**src/rtl/tdc_pkg.sv**
```systemverilog
// tdc_pkg: shared constants for the time-result buffering path.
//   TIMEDATA_W    - width of one measurement result (ps)
//   RD_W          - width of one word handed to the SDK/SD-card path
//   DEFAULT_DEPTH - default number of 64-bit FIFO entries
//   OUT_*         - one-hot states of the output serialiser
package tdc_pkg;

  localparam int TIMEDATA_W    = 64;
  localparam int RD_W          = 32;
  localparam int DEFAULT_DEPTH = 16;

  localparam logic [2:0] OUT_IDLE = 3'b001;
  localparam logic [2:0] OUT_LO   = 3'b010;
  localparam logic [2:0] OUT_HI   = 3'b100;

endpackage

```
**src/rtl/sync_fifo_mem.sv**
```systemverilog
// sync_fifo_mem: single-clock FIFO storage with a registered read port.
// Ports:
//   clk, reset_n   clock, asynchronous active-low reset
//   clear          synchronous flush of pointers and count (has priority)
//   push, wdata    write wdata at the tail (ignored when full)
//   pop, rdata     load the head into rdata on the edge (ignored when empty);
//                  rdata then holds that value until the next pop
//   count          number of stored entries (0..DEPTH)
//   full, empty    count == DEPTH / count == 0
module sync_fifo_mem
  import tdc_pkg::*;
#(
  parameter int DEPTH  = DEFAULT_DEPTH,
  parameter int ADDR_W = $clog2(DEPTH),
  parameter int DATA_W = TIMEDATA_W
) (
  input  logic              clk,
  input  logic              reset_n,
  input  logic              clear,
  input  logic              push,
  input  logic              pop,
  input  logic [DATA_W-1:0] wdata,
  output logic [DATA_W-1:0] rdata,
  output logic [ADDR_W:0]   count,
  output logic              full,
  output logic              empty
);

  localparam logic [ADDR_W-1:0] PTR_ONE    = ADDR_W'(1);
  localparam logic [ADDR_W:0]   CNT_ONE    = (ADDR_W+1)'(1);
  localparam logic [ADDR_W:0]   FULL_COUNT = (ADDR_W+1)'(DEPTH);

  logic [DATA_W-1:0] mem [DEPTH];
  logic [ADDR_W-1:0] wr_ptr_reg;
  logic [ADDR_W-1:0] rd_ptr_reg;
  logic [ADDR_W:0]   count_reg;
  logic [DATA_W-1:0] rdata_reg;

  logic push_ok;
  logic pop_ok;

  // Internal guards so a misbehaving caller can never corrupt the pointers.
  assign push_ok = push && !full && !clear;
  assign pop_ok  = pop && !empty && !clear;

  // Storage array kept free of reset so it maps onto RAM primitives.
  always_ff @(posedge clk) begin
    if (push_ok) begin
      mem[wr_ptr_reg] <= wdata;
    end
  end

  always_ff @(posedge clk or negedge reset_n) begin
    if (!reset_n) begin
      wr_ptr_reg <= '0;
      rd_ptr_reg <= '0;
      count_reg  <= '0;
      rdata_reg  <= '0;
    end else if (clear) begin
      // rdata_reg is left alone: the consumer side keeps its last word.
      wr_ptr_reg <= '0;
      rd_ptr_reg <= '0;
      count_reg  <= '0;
    end else begin
      if (push_ok) begin
        wr_ptr_reg <= wr_ptr_reg + PTR_ONE;
      end
      if (pop_ok) begin
        rd_ptr_reg <= rd_ptr_reg + PTR_ONE;
        rdata_reg  <= mem[rd_ptr_reg];
      end
      case ({push_ok, pop_ok})
        2'b10:   count_reg <= count_reg + CNT_ONE;
        2'b01:   count_reg <= count_reg - CNT_ONE;
        default: count_reg <= count_reg;
      endcase
    end
  end

  assign rdata = rdata_reg;
  assign count = count_reg;
  assign full  = (count_reg == FULL_COUNT);
  assign empty = (count_reg == '0);

endmodule

```
**src/rtl/time_result_fifo.sv**
```systemverilog
// time_result_fifo: buffers 64-bit measurement results and serialises each
// one as two 32-bit words (low half first) over a valid/ready handshake.
// Ports:
//   clk, reset_n      clock, asynchronous active-low reset
//   done, timedata    one-cycle strobe with the result to store
//   clear             synchronous flush of FIFO, output stage and drop state
//   rd_ready          consumer accepts rd_data this cycle
//   rd_valid, rd_data, rd_last   output word; rd_last marks the high half
//   count, full, empty           FIFO occupancy (output stage excluded)
//   overflow, drop_cnt           sticky drop flag, saturating drop counter
module time_result_fifo
  import tdc_pkg::*;
#(
  parameter int DEPTH  = DEFAULT_DEPTH,
  parameter int ADDR_W = 4
) (
  input  logic                  clk,
  input  logic                  reset_n,
  input  logic                  done,
  input  logic [TIMEDATA_W-1:0] timedata,
  input  logic                  clear,
  input  logic                  rd_ready,
  output logic                  rd_valid,
  output logic [RD_W-1:0]       rd_data,
  output logic                  rd_last,
  output logic [ADDR_W:0]       count,
  output logic                  full,
  output logic                  empty,
  output logic                  overflow,
  output logic [15:0]           drop_cnt
);

  logic [2:0]            state_reg;
  logic [2:0]            state_next;
  logic                  sel_hi_reg;
  logic                  sel_hi_next;
  logic                  overflow_reg;
  logic [15:0]           drop_cnt_reg;

  logic                  fifo_push;
  logic                  fifo_pop;
  logic                  fifo_full;
  logic                  fifo_empty;
  logic [TIMEDATA_W-1:0] fifo_rdata;
  logic                  drop;

  // full is the pre-edge value, so a push into a full FIFO is lost even if
  // the output stage pops on the same edge.
  assign fifo_push = done && !fifo_full && !clear;
  assign drop      = done && fifo_full && !clear;

  // The FIFO's registered read port doubles as the 64-bit output register.
  sync_fifo_mem #(
    .DEPTH  (DEPTH),
    .ADDR_W (ADDR_W),
    .DATA_W (TIMEDATA_W)
  ) u_mem (
    .clk     (clk),
    .reset_n (reset_n),
    .clear   (clear),
    .push    (fifo_push),
    .pop     (fifo_pop),
    .wdata   (timedata),
    .rdata   (fifo_rdata),
    .count   (count),
    .full    (fifo_full),
    .empty   (fifo_empty)
  );

  always_comb begin
    state_next = state_reg;
    fifo_pop   = 1'b0;
    case (state_reg)
      OUT_IDLE: begin
        if (!fifo_empty) begin
          fifo_pop   = 1'b1;
          state_next = OUT_LO;
        end
      end
      OUT_LO: begin
        if (rd_ready) begin
          state_next = OUT_HI;
        end
      end
      OUT_HI: begin
        if (rd_ready) begin
          if (!fifo_empty) begin
            // Back-to-back: next result's low word follows with no bubble.
            fifo_pop   = 1'b1;
            state_next = OUT_LO;
          end else begin
            state_next = OUT_IDLE;
          end
        end
      end
      default: state_next = OUT_IDLE;
    endcase
    if (clear) begin
      state_next = OUT_IDLE;
      fifo_pop   = 1'b0;
    end
  end

  // Half select: cleared on a fresh pop, set when moving to the high word,
  // otherwise held so rd_data keeps its last value while idle.
  always_comb begin
    sel_hi_next = sel_hi_reg;
    if (state_next == OUT_HI) begin
      sel_hi_next = 1'b1;
    end else if (fifo_pop) begin
      sel_hi_next = 1'b0;
    end
  end

  always_ff @(posedge clk or negedge reset_n) begin
    if (!reset_n) begin
      state_reg    <= OUT_IDLE;
      sel_hi_reg   <= 1'b0;
      overflow_reg <= 1'b0;
      drop_cnt_reg <= '0;
    end else begin
      state_reg  <= state_next;
      sel_hi_reg <= sel_hi_next;
      if (clear) begin
        overflow_reg <= 1'b0;
        drop_cnt_reg <= '0;
      end else if (drop) begin
        overflow_reg <= 1'b1;
        if (drop_cnt_reg != 16'hFFFF) begin
          drop_cnt_reg <= drop_cnt_reg + 16'd1;
        end
      end
    end
  end

  assign rd_valid = (state_reg != OUT_IDLE);
  assign rd_last  = (state_reg == OUT_HI);
  assign rd_data  = sel_hi_reg ? fifo_rdata[TIMEDATA_W-1:RD_W] : fifo_rdata[RD_W-1:0];
  assign full     = fifo_full;
  assign empty    = fifo_empty;
  assign overflow = overflow_reg;
  assign drop_cnt = drop_cnt_reg;

endmodule

```
**config.mk**
```make
export PLATFORM = sky130hd
export DESIGN_NAME = time_result_fifo
export DESIGN_NICKNAME = d
export VERILOG_FILES = /design/src/rtl/tdc_pkg.sv /design/src/rtl/sync_fifo_mem.sv /design/src/rtl/time_result_fifo.sv
export SDC_FILE = /design/constraint.sdc
export NUM_CORES = 1
export LEC_CHECK = 0
export CAP_MARGIN = 20
export CORE_AREA = 2 2 313 315
export DETAILED_ROUTE_END_ITERATION = 7
export DIE_AREA = 0 0 315 317
export MAX_ROUTING_LAYER = met4
export PLACE_DENSITY_LB_ADDON = 0.05
export RECOVER_POWER = 100
export SLEW_MARGIN = 20
export SYNTH_ARGS = -nofsm -noshare
export SYNTH_HDL_FRONTEND = slang
export SYNTH_SLANG_ARGS = --single-unit
```
**constraint.sdc**
```tcl
create_clock -name clk -period 5.3 [get_ports clk]
set_input_delay 1.06 -clock clk [delete_from_list [all_inputs] [get_ports clk]]
set_output_delay 1.06 -clock clk [all_outputs]
set_load 0.1 [all_outputs]
```
After elaboration in Yosys (flattened, before gate mapping)
Memories as Yosys holds them, arrays and structs flattened. A register that Yosys moved wholly into a read port is not among the register bits. Index checks and enable logic that the tools add are counted.

Add/sub/neg operators: 5. Reduce and logical (&&, ||, !) cells: 21. Bitwise operators: 1. Eq/ne operators: 9. Mux-type cells: 26.

Operators with widths (number): two-way mux 16 bit (3); two-way mux 32 bit (1); adder 16 x 1 -> 16 bit, second input constant (1); two-way mux 4 bit (4); != test 16 bit, second input constant (1); two-way mux 3 bit (4); one-hot mux 5 bit (2 select lines) (1); nonzero test 2 bit (5); two-way mux 1 bit (9); one-hot mux 3 bit (3 select lines) (1); adder 4 x 1 -> 4 bit, second input constant (2); logical AND 1 bit (8); equality test 3 bit, second input constant (2); adder 5 x 1 -> 5 bit, second input constant (1); equality test 5 bit, second input constant (1); zero test 5 bit (1); two-way mux 5 bit (1); subtractor 5 x 1 -> 5 bit, second input constant (1); zero test 1 bit (4); AND reduction 2 bit (2); equality test 3 x 1 -> 1 bit, second input constant (1); equality test 3 x 2 -> 1 bit, second input constant (1); != test 3 x 1 -> 1 bit, second input constant (1); nonzero test 3 bit (1); 5 further kinds (5).

Register bits after elaboration: 34. Input bits: 69. Memories: 1. Output and inout port bits: 58. RAM bits: 1024.

Memory list: u_mem.mem (words 16, bits a word 64, read ports 1, clocked after Yosys merged registers in 1, write ports 1, RTL line sync_fifo_mem.sv:33) `logic [DATA_W-1:0] mem [DEPTH];`.

Longest topological paths before layout
Depth after elaboration: 10. Depth in mapped cells: 11. Depth with buffers taken out: 10.

By module
A second synthesis with hierarchy kept.

Cells, all modules: 1981. Area, all modules: 43777.0 um2.

Modules (own cells, without submodules): sync_fifo_mem (instances 1, area each 42205.5 um2, seq. area each 32676.3 um2, cells each 1814); time_result_fifo (instances 1, area each 1571.5 um2, seq. area each 526.8 um2, cells each 167).

Worst setup path after synthesis
OpenSTA, ideal clock, no wires.

Path kind: register to register. From: reg u_mem.count_reg[1], in the netlist u_mem.count[1]. To: mem u_mem.mem[3][0] (netlist bit), enable pin. Stages on the path, launching flop included: 6. Data arrival time: 6045 ps. Period minus slack after synthesis: 6610 ps. Setup slack: -1310 ps. Library setup time: 565 ps. Cells stage by stage: dfrtp_1 > or4_4 > o21ai_1 > nor2_1 > nand2_1 > nor3_1.

Longest elaborated chain between the ends: 8.

RTL lines: start, declared (RTL line sync_fifo_mem.sv:36) `logic [ADDR_W:0] count_reg;`; start signal, assigned (RTL line sync_fifo_mem.sv:73) `2'b10: count_reg <= count_reg + CNT_ONE;`; start signal, assigned (RTL line sync_fifo_mem.sv:74) `2'b01: count_reg <= count_reg - CNT_ONE;`; start signal, assigned (RTL line sync_fifo_mem.sv:75) `default: count_reg <= count_reg;`; equality test 5 bit (*) (RTL line sync_fifo_mem.sv:82) `assign full = (count_reg == FULL_COUNT);`; zero test 1 bit (*) (RTL line sync_fifo_mem.sv:43, time_result_fifo.sv:49); logical AND 1 bit (2 in series) (RTL line time_result_fifo.sv:49) `assign fifo_push = done && !fifo_full && !clear;`; logical AND 1 bit (*) (2 in series) (RTL line sync_fifo_mem.sv:43) `assign push_ok = push && !full && !clear;`; two-way mux 1 bit (*) (RTL line sync_fifo_mem.sv:48) `if (push_ok) begin`; two-way mux 1 bit (not written as such) (*) (RTL line sync_fifo_mem.sv:49) `mem[wr_ptr_reg] <= wdata;`; end, declared (RTL line sync_fifo_mem.sv:33).

Mark *: on every way between the ends. The rest lies on a longest branch, timed or not.

Worst setup path in the final report
From: in done. To: mem u_mem.mem[8][31] (netlist bit), enable pin.

Longest elaborated chain between the ends: 6.

RTL lines: start, declared (RTL line time_result_fifo.sv:19) `input logic done,`; logical AND 1 bit (2 in series) (RTL line time_result_fifo.sv:49); logical AND 1 bit (2 in series) (RTL line sync_fifo_mem.sv:43); two-way mux 1 bit (RTL line sync_fifo_mem.sv:48); two-way mux 1 bit (not written as such) (RTL line sync_fifo_mem.sv:49).

Every way passes these cells.

==> metrics.yaml <==
worst_setup_path:
  crit-reg2reg-launch: "u_mem.count[0]"
  worstPathArrival_ns: 4.79
  required_ns: 5.52
  worstSetupStartpoint: "done"
  worstPathCellList: "dlygate4sd3_1 -> o21ai_0 -> nor2_1 -> nand2_1 -> nor2_1 -> clkbuf_1"
  critPathLaunchType: "input pin"
  critPathMaxFanout: 33
  crit_path_top_delay_cell: "sky130_fd_sc_hd__clkbuf_1"
  crit_path_end_kind: "register"
  worst_path_most_repeated_cell: "sky130_fd_sc_hd__nor2_1"
  crit_path_max_incr_delay_ns: 2.09
  timing.setup.critical_path_class: "input pin to register"
synthesis:
  synthesis.nets: 2045
  avgSynthCellArea_um2: 21.88
  post_synth_inst_count: 1966
  yosys.cell_types.count: 45
  synth_seq_area_share: 0.7718
  netlist_area_before_placement_um2: 43020
  synth_enable_flop_cells: 1024
  yosysWarningCount: 0
  async_reset_ff_frac: 0.08734
  synth_top_flop_cell: "sky130_fd_sc_hd__edfxtp_1"
  ys_seq_elements: 1122
clocking:
  tritoncts: "built"
  cts_setup_buffers: 0
  clkTransAtPathRegs_ns: 0.06
  htree_num_levels: 3
  cts.hold.buffers_added: 0
  ctsResizeCount: 0
  cts.sinks: 1122
  clockBufferDepth: 3
  clock_latency_ns: 0.68
  clockRootBuffer: "sky130_fd_sc_hd__clkbuf_16"
  cts-buffers-inserted: 118
sta:
  rsz0062_at_grt: "no"
  setup_slack_ns: 0.7391
  min_period_over_period: 0.8605
  period_minus_slack_ns: 4.561
  fmax_mhz: 219.3
  fin_hold_ws_ns: 0.4833
  relSlewSlack: -1.241
  worst_slew_pin_slew_ns: 3.362
  hold_viol_final: 0
  clock-skew-final_ns: 0.01474
  final_max_slew_viol_count: 1024
  setup_viol: 0
power:
  ir_worst_vdd_v: 0.0009963
  clock_group_share_of_total_power: 0.340
  power.static_leakage_nw: 15.78
  p_seq_frac: 0.437
  pwr-share-comb: 0.223
  p_per_area_nw_per_um2: 490.1
  total_switching_power_mw: 7.359
  internal-power_mw: 17.07
  sw_frac_of_total: 0.3012
global_route:
  grt_start_max_net_pins: 101
  first_pass_grt_wire_length_mm: 152.5
  globalRouteTotalUtil: 0.2214
  first_global_vias: 21500
  total_congestion_overflow: 0
  grt_antenna_before_repair: 35
floorplanning:
  placeableCoreArea_um2: 96280
  die_outline_area_um2: 99860
  core.rowCount: 114
  die-height_um: 317
  die_x_um: 315
  io-pin-count: 127
  floorplan.initialDensity: 0.4468
hold_path:
  worst_hold_startpoint: "u_mem.rdata[23]"
  hp-class: "register to register"
place:
  global_placement_routability_congestion: 0.7775
  placed_cells_incl_taps: 3308
  pre_cts_slack_ns: 1.180
  hpwl_reported_at_the_end_of_detailed_placement_mm: 56.45
  numPortBuffers: 126
finish:
  max_reg_flops: 1024
  layoutNonFillerInstCount: 3549
  final_layout_size_suffix_gt1_frac: 0.2256
  layout.nets: 2231
  area.growth.synth_to_final_pct: 15.88
routing:
  num_vias: 20300
  drt_drc_violations_left: 0
  drtIter0Drc: 1757
  drt-total-wl_mm: 104.9
  post_drt_wl_per_cell_um: 29.56
  drtAntennaViolNets: 0
  drt_first_pass_iters: 5
  viasPerCell: 5.720
status:
  result_of_the_run: "finished with violations"
  failed_checks: "max-capacitance violations, max-slew violations"
flow_run:
  max_cap_viol_count: 25
==> cell usage in the layout (no fill, tap or decap), types with 10 or more instances in the layout <==
cell type and n:
sky130_fd_sc_hd__nand2_1 84, sky130_fd_sc_hd__clkbuf_2 14, sky130_fd_sc_hd__diode_2 17, sky130_fd_sc_hd__clkbuf_1 45, sky130_fd_sc_hd__dlygate4sd3_1 123, sky130_fd_sc_hd__nor2_1 47
sky130_fd_sc_hd__xnor2_1 18, sky130_fd_sc_hd__buf_12 10, sky130_fd_sc_hd__a21oi_1 12, sky130_fd_sc_hd__clkinv_1 23, sky130_fd_sc_hd__edfxtp_1 1024, sky130_fd_sc_hd__buf_4 11
sky130_fd_sc_hd__clkbuf_16 123, sky130_fd_sc_hd__dfrtp_1 93, sky130_fd_sc_hd__mux4_2 257, sky130_fd_sc_hd__mux2i_1 132, sky130_fd_sc_hd__clkinv_2 23, sky130_fd_sc_hd__o221ai_1 64
sky130_fd_sc_hd__nor3_1 11, sky130_fd_sc_hd__bufinv_16 14, sky130_fd_sc_hd__mux2_2 32
==> synth_stat cells, types with 7 or more instances <==
| library cell | n | area share |
|---|---|---|
| sky130_fd_sc_hd__a21oi_1 | 12 | 0.0014 |
| sky130_fd_sc_hd__buf_1 | 7 | 0.00061 |
| sky130_fd_sc_hd__buf_2 | 26 | 0.0030 |
| sky130_fd_sc_hd__clkbuf_1 | 73 | 0.0064 |
| sky130_fd_sc_hd__dfrtp_1 | 97 | 0.056 |
| sky130_fd_sc_hd__edfxtp_1 | 1024 | 0.71 |
| sky130_fd_sc_hd__ha_1 | 9 | 0.0026 |
| sky130_fd_sc_hd__inv_1 | 9 | 0.00079 |
| sky130_fd_sc_hd__mux2_2 | 32 | 0.0084 |
| sky130_fd_sc_hd__mux2i_1 | 132 | 0.031 |
| sky130_fd_sc_hd__mux4_2 | 257 | 0.13 |
| sky130_fd_sc_hd__nand2_1 | 84 | 0.0073 |
| sky130_fd_sc_hd__nand3_1 | 7 | 0.00081 |
| sky130_fd_sc_hd__nor2_1 | 49 | 0.0043 |
| sky130_fd_sc_hd__nor3_1 | 13 | 0.0015 |
| sky130_fd_sc_hd__o221ai_1 | 64 | 0.013 |
| sky130_fd_sc_hd__xnor2_1 | 18 | 0.0037 |
==> metrics by stage <==
| stage | utilization | area [um^2] | setup TNS [ns] | power (mW) |
|---|---|---|---|---|
| after floorplan | - | 43020 | -251.27 | 14.75 |
| after global placement | 0.4799 | 46200 | 0 | 16.50 |
| after detailed placement | 0.4799 | 46200 | 0 | 16.53 |
| after CTS | 0.5207 | 50130 | 0 | 24.85 |
| after global routing | 0.5176 | 49830 | 0 | 25.37 |
| final | 0.5178 | 49850 | 0 | 24.43 |
==> cell type report <==
class	count	area, um^2
multi-input cells	728	9379
well taps	1276	1597
repair buffers	173	1653
inverters	9	33.78
clock buffers	159	3253
diodes	17	42.54
flip-flops and latches	1122	33220
clock inverters	65	675.6
fillers	7642	46430
==> worst max-delay path, delay by kind of cell <==
family	cells	cell delay, ns
buf+inv	2	2.70
simple gates	3	0.74
compound gates	1	0.25
==> power by group through the flow <==
stage | Clock, mW | Combinational (mW) | Sequential (mW)
after floorplan | 0 | 4.19 | 10.6
after global placement | 0 | 5.64 | 10.9
after detailed placement | 0 | 5.67 | 10.9
after CTS | 8.48 | 5.69 | 10.7
after global routing | 8.82 | 5.83 | 10.7
final | 8.29 | 5.46 | 10.7
==> per-layer routing <==
metal	wire length, um	global-route usage	vias up
met5	0	-	-
met4	2186	0.04816	0
met3	6694	0.04056	150
met2	50060	0.3438	571
met1	45980	0.3089	10970
li1	-	-	8613
==> kinds of logic after synthesis <==
kind of cell / after synthesis / share of synthesized area
AO/OA/AOI/OAI: 91 / 0.01684
XOR/XNOR: 21 / 0.004276
adder cells (fa/ha/maj): 10 / 0.003083
buffers and inverters: 116 / 0.01096
flip-flops: 1122 / 0.7718
multiplexers: 421 / 0.1736
AND/OR/NAND/NOR: 185 / 0.01937
==> final timing paths <==
check                                   end  slack, ns  cells past startpoint
min                         u_mem.rdata[23]       0.48                      2
min in group asynchronous   u_mem.rdata[31]       1.51                      1
max                        u_mem.mem[8][31]       0.74                      6
min reg2reg                 u_mem.rdata[23]       0.48                      2
max in group asynchronous   u_mem.rdata[62]       1.86                      1
max reg2reg                  u_mem.rdata[3]       0.81                      6
Power figures use the tool's default switching activity.
